[config.mk]
export PLATFORM = sky130hd
export DESIGN_NAME = fetch_unit
export DESIGN_NICKNAME = d
export VERILOG_FILES = /design/src/rtl/fetch_unit_pkg.sv /design/src/rtl/fetch_skid_buf.sv /design/src/rtl/fetch_unit.sv
export SDC_FILE = /design/constraint.sdc
export NUM_CORES = 1
export LEC_CHECK = 0
export BUFFER_PORTS_ARGS = -buffer_cell sky130_fd_sc_hd__buf_4
export CORE_UTILIZATION = 40
export DETAILED_ROUTE_END_ITERATION = 6
export MAX_ROUTING_LAYER = met4
export PLACE_DENSITY_LB_ADDON = 0.08
export REMOVE_ABC_BUFFERS = 1
export SYNTH_ARGS = -nofsm -noshare
export SYNTH_HDL_FRONTEND = slang
export SYNTH_SLANG_ARGS = --single-unit
[constraint.sdc]
create_clock -name clk -period 3.8 [get_ports clk]
set_input_delay 0.57 -clock clk [delete_from_list [all_inputs] [get_ports clk]]
set_output_delay 0.57 -clock clk [all_outputs]
set_load 0.005 [all_outputs]
[src/rtl/fetch_unit_pkg.sv]
// Shared fetch-unit types: state encoding, PC/instruction widths, reset vector.
// Also holds the fetched-word record used by the output slot and the skid register.
package fetch_unit_pkg;

  localparam int PC_W    = 8;
  localparam int INSTR_W = 32;

  localparam logic [PC_W-1:0] RESET_PC = 8'h00;

  typedef enum logic [1:0] {
    IDLE  = 2'd0,
    FETCH = 2'd1,
    SKID  = 2'd2,
    DROP  = 2'd3
  } fetch_state_t;

  typedef struct packed {
    logic [INSTR_W-1:0] instr;
    logic [PC_W-1:0]    pc;
  } fetch_dat_t;

  // PC arithmetic wraps silently at 8 bits.
  function automatic logic [PC_W-1:0] pc_inc(input logic [PC_W-1:0] pc);
    return pc + 1'b1;
  endfunction

endpackage

[src/rtl/fetch_skid_buf.sv]
// One-entry skid register holding a fetched word and its PC.
// Latency: load visible the cycle after; clear wins over load; no backpressure of its own.
module fetch_skid_buf
  import fetch_unit_pkg::*;
(
  input  logic       clk,
  input  logic       rst_n,
  input  logic       load,
  input  logic       clear,
  input  fetch_dat_t load_dat,
  output logic       skid_vld,
  output fetch_dat_t skid_dat
);

  always_ff @(posedge clk or negedge rst_n) begin
    if (!rst_n) begin
      skid_vld <= 1'b0;
      skid_dat <= '0;
    end else if (clear) begin
      skid_vld <= 1'b0;
      skid_dat <= '0;
    end else if (load) begin
      skid_vld <= 1'b1;
      skid_dat <= load_dat;
    end
  end

endmodule

[src/rtl/fetch_unit.sv]
// Instruction fetch: one outstanding imem request, one output slot plus one skid entry.
// Latency: word visible the cycle after imem_ack; stall parks a word in skid and drops imem_req.
module fetch_unit
  import fetch_unit_pkg::*;
(
  input  logic               clk,
  input  logic               rst_n,
  output logic               imem_req,
  output logic [PC_W-1:0]    imem_addr,
  input  logic               imem_ack,
  input  logic [INSTR_W-1:0] imem_rdata,
  input  logic               redirect,
  input  logic [PC_W-1:0]    redirect_pc,
  input  logic               stall,
  output logic               instr_valid,
  output logic [INSTR_W-1:0] instr_out,
  output logic [5:0]         opcode,
  output logic [PC_W-1:0]    pc_out,
  output logic [PC_W-1:0]    pc_plus1
);

  fetch_state_t state, state_n;

  logic [PC_W-1:0]    pc, pc_n;
  logic [PC_W-1:0]    drop_pc, drop_pc_n;
  logic               out_vld_n;
  logic [INSTR_W-1:0] instr_n;
  logic [PC_W-1:0]    pc_out_n;

  logic       slot_free;
  logic       skid_load;
  logic       skid_clear;
  logic       skid_vld;
  fetch_dat_t skid_in;
  fetch_dat_t skid_dat;

  assign slot_free = !instr_valid || !stall;
  assign skid_in   = '{instr: imem_rdata, pc: pc};

  fetch_skid_buf u_skid (
    .clk      (clk),
    .rst_n    (rst_n),
    .load     (skid_load),
    .clear    (skid_clear),
    .load_dat (skid_in),
    .skid_vld (skid_vld),
    .skid_dat (skid_dat)
  );

  // DROP keeps presenting the abandoned address until memory answers it.
  assign imem_req  = (state == FETCH) || (state == DROP);
  assign imem_addr = (state == DROP) ? drop_pc : pc;

  assign opcode   = instr_out[31:26];
  assign pc_plus1 = pc_inc(pc_out);

  always_comb begin
    state_n    = state;
    pc_n       = pc;
    drop_pc_n  = drop_pc;
    out_vld_n  = instr_valid;
    instr_n    = instr_out;
    pc_out_n   = pc_out;
    skid_load  = 1'b0;
    skid_clear = 1'b0;

    if (redirect) begin
      out_vld_n  = 1'b0;
      skid_clear = 1'b1;
      pc_n       = redirect_pc;
      unique case (state)
        FETCH: begin
          if (!imem_ack) begin
            state_n   = DROP;
            drop_pc_n = pc;
          end else begin
            state_n = FETCH;
          end
        end
        DROP:    state_n = imem_ack ? FETCH : DROP;
        IDLE:    state_n = FETCH;
        SKID:    state_n = FETCH;
      endcase
    end else begin
      unique case (state)
        IDLE: state_n = FETCH;

        FETCH: begin
          if (imem_ack) begin
            pc_n = pc_inc(pc);
            if (slot_free) begin
              out_vld_n = 1'b1;
              instr_n   = imem_rdata;
              pc_out_n  = pc;
            end else begin
              skid_load = 1'b1;
              state_n   = SKID;
            end
          end else if (slot_free) begin
            out_vld_n = 1'b0;
          end
        end

        SKID: begin
          if (slot_free) begin
            out_vld_n  = skid_vld;
            instr_n    = skid_dat.instr;
            pc_out_n   = skid_dat.pc;
            skid_clear = 1'b1;
            state_n    = FETCH;
          end
        end

        DROP: begin
          if (slot_free) begin
            out_vld_n = 1'b0;
          end
          if (imem_ack) begin
            state_n = FETCH;
          end
        end
      endcase
    end
  end

  always_ff @(posedge clk or negedge rst_n) begin
    if (!rst_n) begin
      state       <= IDLE;
      pc          <= RESET_PC;
      drop_pc     <= RESET_PC;
      instr_valid <= 1'b0;
      instr_out   <= '0;
      pc_out      <= '0;
    end else begin
      state       <= state_n;
      pc          <= pc_n;
      drop_pc     <= drop_pc_n;
      instr_valid <= out_vld_n;
      instr_out   <= instr_n;
      pc_out      <= pc_out_n;
    end
  end

endmodule

== Word-level counts from Yosys, hierarchy flattened ==
Cells that the tools add are included.
Word-level totals
  register bits: 100
  latch bits: 0
  RAM bits: 0
  memory bits (read-only): 0
  input port bits: 45
  memories kept: 0
Operators by class
  $add $sub $neg: 2
  multiply operators: 0
  divide/modulo/power cells: 0
  magnitude comparators: 0
  equality and inequality tests: 11
  shifts and indexed selects: 0
  multiplexer cells: 37
  bitwise logic cells: 2
  reduce and logical (&&, ||, !) cells: 17
Operators by type and width (count)
  2-to-1 mux 32 bit: 3
  2-to-1 mux 40 bit: 2
  one-hot mux 32 bit (2 select lines): 1
  2-to-1 mux 8 bit: 7
  adder 8 x 1 -> 8 bit, second input constant: 2
  one-hot mux 8 bit (2 select lines): 1
  2-to-1 mux 1 bit: 14
  2-to-1 mux 2 bit: 6
  inequality test 3 bit, second input constant: 4
  one-hot mux 2 bit (4 select lines): 1
  nonzero test 2 bit: 4
  inequality test 2 bit, second input constant: 3
  AND reduction 3 bit: 2
  AND reduction 5 bit: 1
  == test 2 bit, second input constant: 2
  inequality test 4 bit, second input constant: 1
  one-hot mux 2 bit (2 select lines): 1
  AND reduction 4 bit: 1
  nonzero test 4 bit: 1
  OR reduction 2 bit: 2
  one-hot mux 1 bit (3 select lines): 1
  == test 2 x 1 -> 1 bit, second input constant: 1
  zero test 1 bit: 2
  zero test 2 bit: 1
  3 further kinds: 5

== Longest topological paths before layout ==
  depth in word-level cells: 8
  gate-level depth with buffers: 7

== Modules after synthesis ==
A second synthesis with hierarchy kept.
Unflattened totals
  cells, all modules: 396
  area, all modules: 4943.5 µm²
By module, submodules not included
  fetch_unit: instances 1, cells an instance 263, area each 3236.9 µm², sequential area each 1476.4 µm²
  fetch_skid_buf: instances 1, cells an instance 133, area each 1706.6 µm², sequential area each 1026.0 µm²

== Worst setup path after synthesis ==
OpenSTA, ideal clock, no wires.
  path kind: flip-flop to output port
  from: register state[1]
  to: output port imem_addr[0]
  data arrival time: 1261 ps
  setup slack: 1969 ps
  stages on the path, launching flop included: 4
  buffers on the path: 1
  path through: dfrtp_1 -> ha_1 -> clkbuf_1 -> mux2_2
Between the ends
  longest elaborated chain between the ends: 2
Ends and longest elaborated chain
  from (decl): line fetch_unit.sv:22  | fetch_state_t state, state_n;
  from (signal assigned): line fetch_unit.sv:135  | state <= state_n;
  == test 2 bit: line fetch_unit.sv:52  | assign imem_addr = (state == DROP) ? drop_pc : pc;
  2-to-1 mux 8 bit: line fetch_unit.sv:52
  to (decl): line fetch_unit.sv:9  | output logic [PC_W-1:0] imem_addr,
Every way passes these cells.

== Final worst setup path ==
  from: register state[1]
  to: register instr_out[31]
Between the ends
  longest elaborated chain between the ends: 3
  elaborated cells on any way between the ends: 8
  those cells by class: eq/ne: 5; mux: 1; reduce/logical: 2
Ends and longest elaborated chain
  == test 2 bit or == test 2 x 1 -> 1 bit (tied branches): line fetch_unit.sv:85  | unique case (state)
  inequality test 2 bit (no line) or nonzero test 2 bit (tied branches)
  AND reduction 5 bit (no line)
  to (signal assigned): line fetch_unit.sv:139  | instr_out <= instr_n;
  to (decl): line fetch_unit.sv:16  | output logic [INSTR_W-1:0] instr_out,
Parallel ways exist; a longest one is shown, timed or not.
A chain may end at the register's enable or synchronous reset.

==> results.py <==
metrics = {
    "run_status": {
        "status": "finished with violations",
        "violations": "design-rule violations",
    },
    "clocking": {
        "cts.sinks": 100,
        "cts_buffers": 9,
        "cts_tree": "done",
        "path_clk_slew_ps": 60,
        "post_cts_resized": 0,
        "htree_levels": 3,
        "cts_root_buf": "clkbuf_16",
        "cts_hold_buffers": 0,
        "insertion_delay_ps": 340,
        "clockBufferDepth": 2,
        "post_cts_buffers": 0,
    },
    "sta": {
        "grt_setup_unrepaired": "false",
        "tns_ps": 0,
        "final.setup_skew_ps": 5.42,
        "maxSlewViolCount": 0,
        "setup_slack_ps": 1240,
        "whs_ps": 421,
        "setup_violations": 0,
        "max_freq_mhz": 390,
        "relSlewSlack": 0.272,
        "period_minus_slack_ps": 2560,
        "fin_crit_sh": 0.675,
        "worst_slew_pin_slew_ps": 1090,
        "final-hold-violation-count": 0,
    },
    "finish": {
        "insertedDiodeCount": 0,
        "area_growth_pct": 23.2,
        "drive_gt1_frac": 0.481,
        "finalNetCount": 513,
        "utilization": 0.512,
        "fillers": 1060,
        "seqCellArea_um2": 2500,
        "multi_input_area_um2": 2090,
        "fin_area_um2": 5920,
    },
    "yosys": {
        "synth.avg_cell_area_um2": 13.1,
        "async_reset_ff_frac": 1.00,
        "ys_ff_latch": 100,
        "synth.distinct_cells": 42,
        "synth_most_common_cell": "dfrtp_1",
        "synth_edf_count": 0,
        "synth_warnings": 0,
        "yosysSeqAreaShare": 0.520,
        "synth_top_cell_area_share": 0.520,
        "synthesis.area_um2": 4810,
        "synth_commonest_cells": "dfrtp_1, mux2_2, a22o_1",
        "yosys.area.top_type": "dfrtp_1",
        "synth_ff_type": "dfrtp_1",
        "ys_top_cells_by_area": "dfrtp_1, mux2_2, a22o_1, ha_1, buf_4",
        "synthCells": 367,
    },
    "floorplan": {
        "die_area_um2": 12500,
        "die_y_um": 112,
        "die_w_um": 112,
        "num_rows": 39,
        "io_pins": 109,
        "core_um2": 11600,
        "initial_utilization": 0.416,
    },
    "worst_setup_path": {
        "end_kind": "register",
        "crit_arrival_ps": 2790,
        "crit_fanout": 21,
        "cp.required_ps": 4020,
        "path_class": "reg -> reg",
        "cp-start-kind": "register",
    },
    "flow_run": {
        "maxCapViolCount": 0,
    },
    "placed_design": {
        "dpl_worst_slack_ps": 1220,
        "gp_congestion": 0.800,
        "hpwl_mm": 6.61,
        "io_buffers": 108,
        "post_dp_cell_area_um2": 5630,
    },
    "routing": {
        "wirelength_mm": 10.2,
        "vias": 3245,
        "drtIter0Drc": 127,
        "antenna_left": 0,
        "drc": 10,
        "first_pass_iters": 6,
        "wl_per_cell_um": 16.9,
        "via_per_inst": 5.35,
    },
    "grt": {
        "grt_pass1_vias": 3293,
        "grt_first_pass_wirelength_mm": 17.2,
        "antenna_found_initial": 0,
        "grt_max_degree": 87,
        "grtUsageTotal": 0.181,
        "grt_overflow": 0,
    },
    "worst_hold_path": {
        "hp-class": "in -> async",
    },
    "power_and_ir_drop": {
        "power_density_nw_per_um2": 637,
        "ir_drop_uv": 292,
        "leakagePower_nw": 2.73,
    },
}
## per-layer routing
metal	vias up	part of all wire	wire, um	track usage
met5	-	0	0	-
met4	0	0.013	128	0.0541
met3	12	0.040	411	0.0397
met2	78	0.46	4720	0.278
met1	1626	0.49	4970	0.239
li1	1529	-	-	-
## where the power goes
| part | switching, mW | leakage [nW] | total [mW] | internal, mW |
|---|---|---|---|---|
| clock | 0.394 | 0.131 | 0.904 | 0.509 |
| sequential | 0.225 | 1.27 | 1.58 | 1.35 |
| combinational | 0.480 | 1.33 | 1.29 | 0.811 |
## area by class of cell
cell class / instances / area share
clock buffer: 10 / 0.0386
clock inverter: 6 / 0.0110
inverter: 8 / 0.00507
multi-input combinational: 229 / 0.352
sequential: 100 / 0.422
tap: 143 / 0.0302
timing repair buffer: 111 / 0.141
## path summary, 6_finish.rpt
kind	startpoint	depth (start not counted)	end	slack (ps)
max in group asynchronous	rst_n	2	instr_out[18]	2530
min in group clk	redirect_pc[0]	3	pc[0]	440
min reg2reg	drop_pc[6]	2	drop_pc[6]	480
max reg2reg	state[1]	6	instr_out[31]	1240
min	rst_n	1	drop_pc[7]	420
max	state[1]	6	instr_out[31]	1240
## critical path, cell delays in order (launching register included)
cell	delay [ps]
dfrtp_1	460
inv_1	150
ha_1	270
inv_1	110
o2111ai_4	660
buf_4	420
mux2_2	370
## logic make-up after synthesis
family,synth area share
compound gates,0.122
buf+inv,0.0489
fa+ha+maj,0.0234
simple gates,0.0583
xor+xnor,0.0146
flops,0.520
mux,0.212
## flip-flops by register name, summed over array words and instances, names as in the netlist
signal,count
u_skid.skid_dat,40
u_skid.skid_vld,1
instr_valid,1
pc_out,8
state,2
instr_out,32
drop_pc,8
pc,8
## metrics by stage
step                      power [mW]  std cells
after global placement          2.89        591
after detailed placement        2.91        591
after global routing            4.01        607
final                           3.77        607
after floorplan                 2.15        337
after CTS                       3.83        607
## placed cells by master, fill, tap and decap left out, types with 2 or more instances in the layout
master      count
a31oi_1         2
xnor2_1         6
ha_1            8
mux2_2         85
inv_1           7
clkinvlp_4      4
and3_1          3
buf_4         111
clkbuf_16       9
o211ai_1        6
o21ai_0        10
mux2i_1         3
dfrtp_1       100
xor2_1          2
mux2_1          3
nand4_2         2
o31ai_1         3
nand2_1        17
nand2b_1        2
nand3_1        12
or4_1           5
a22o_1         40
(Power assumes the default switching activity.)
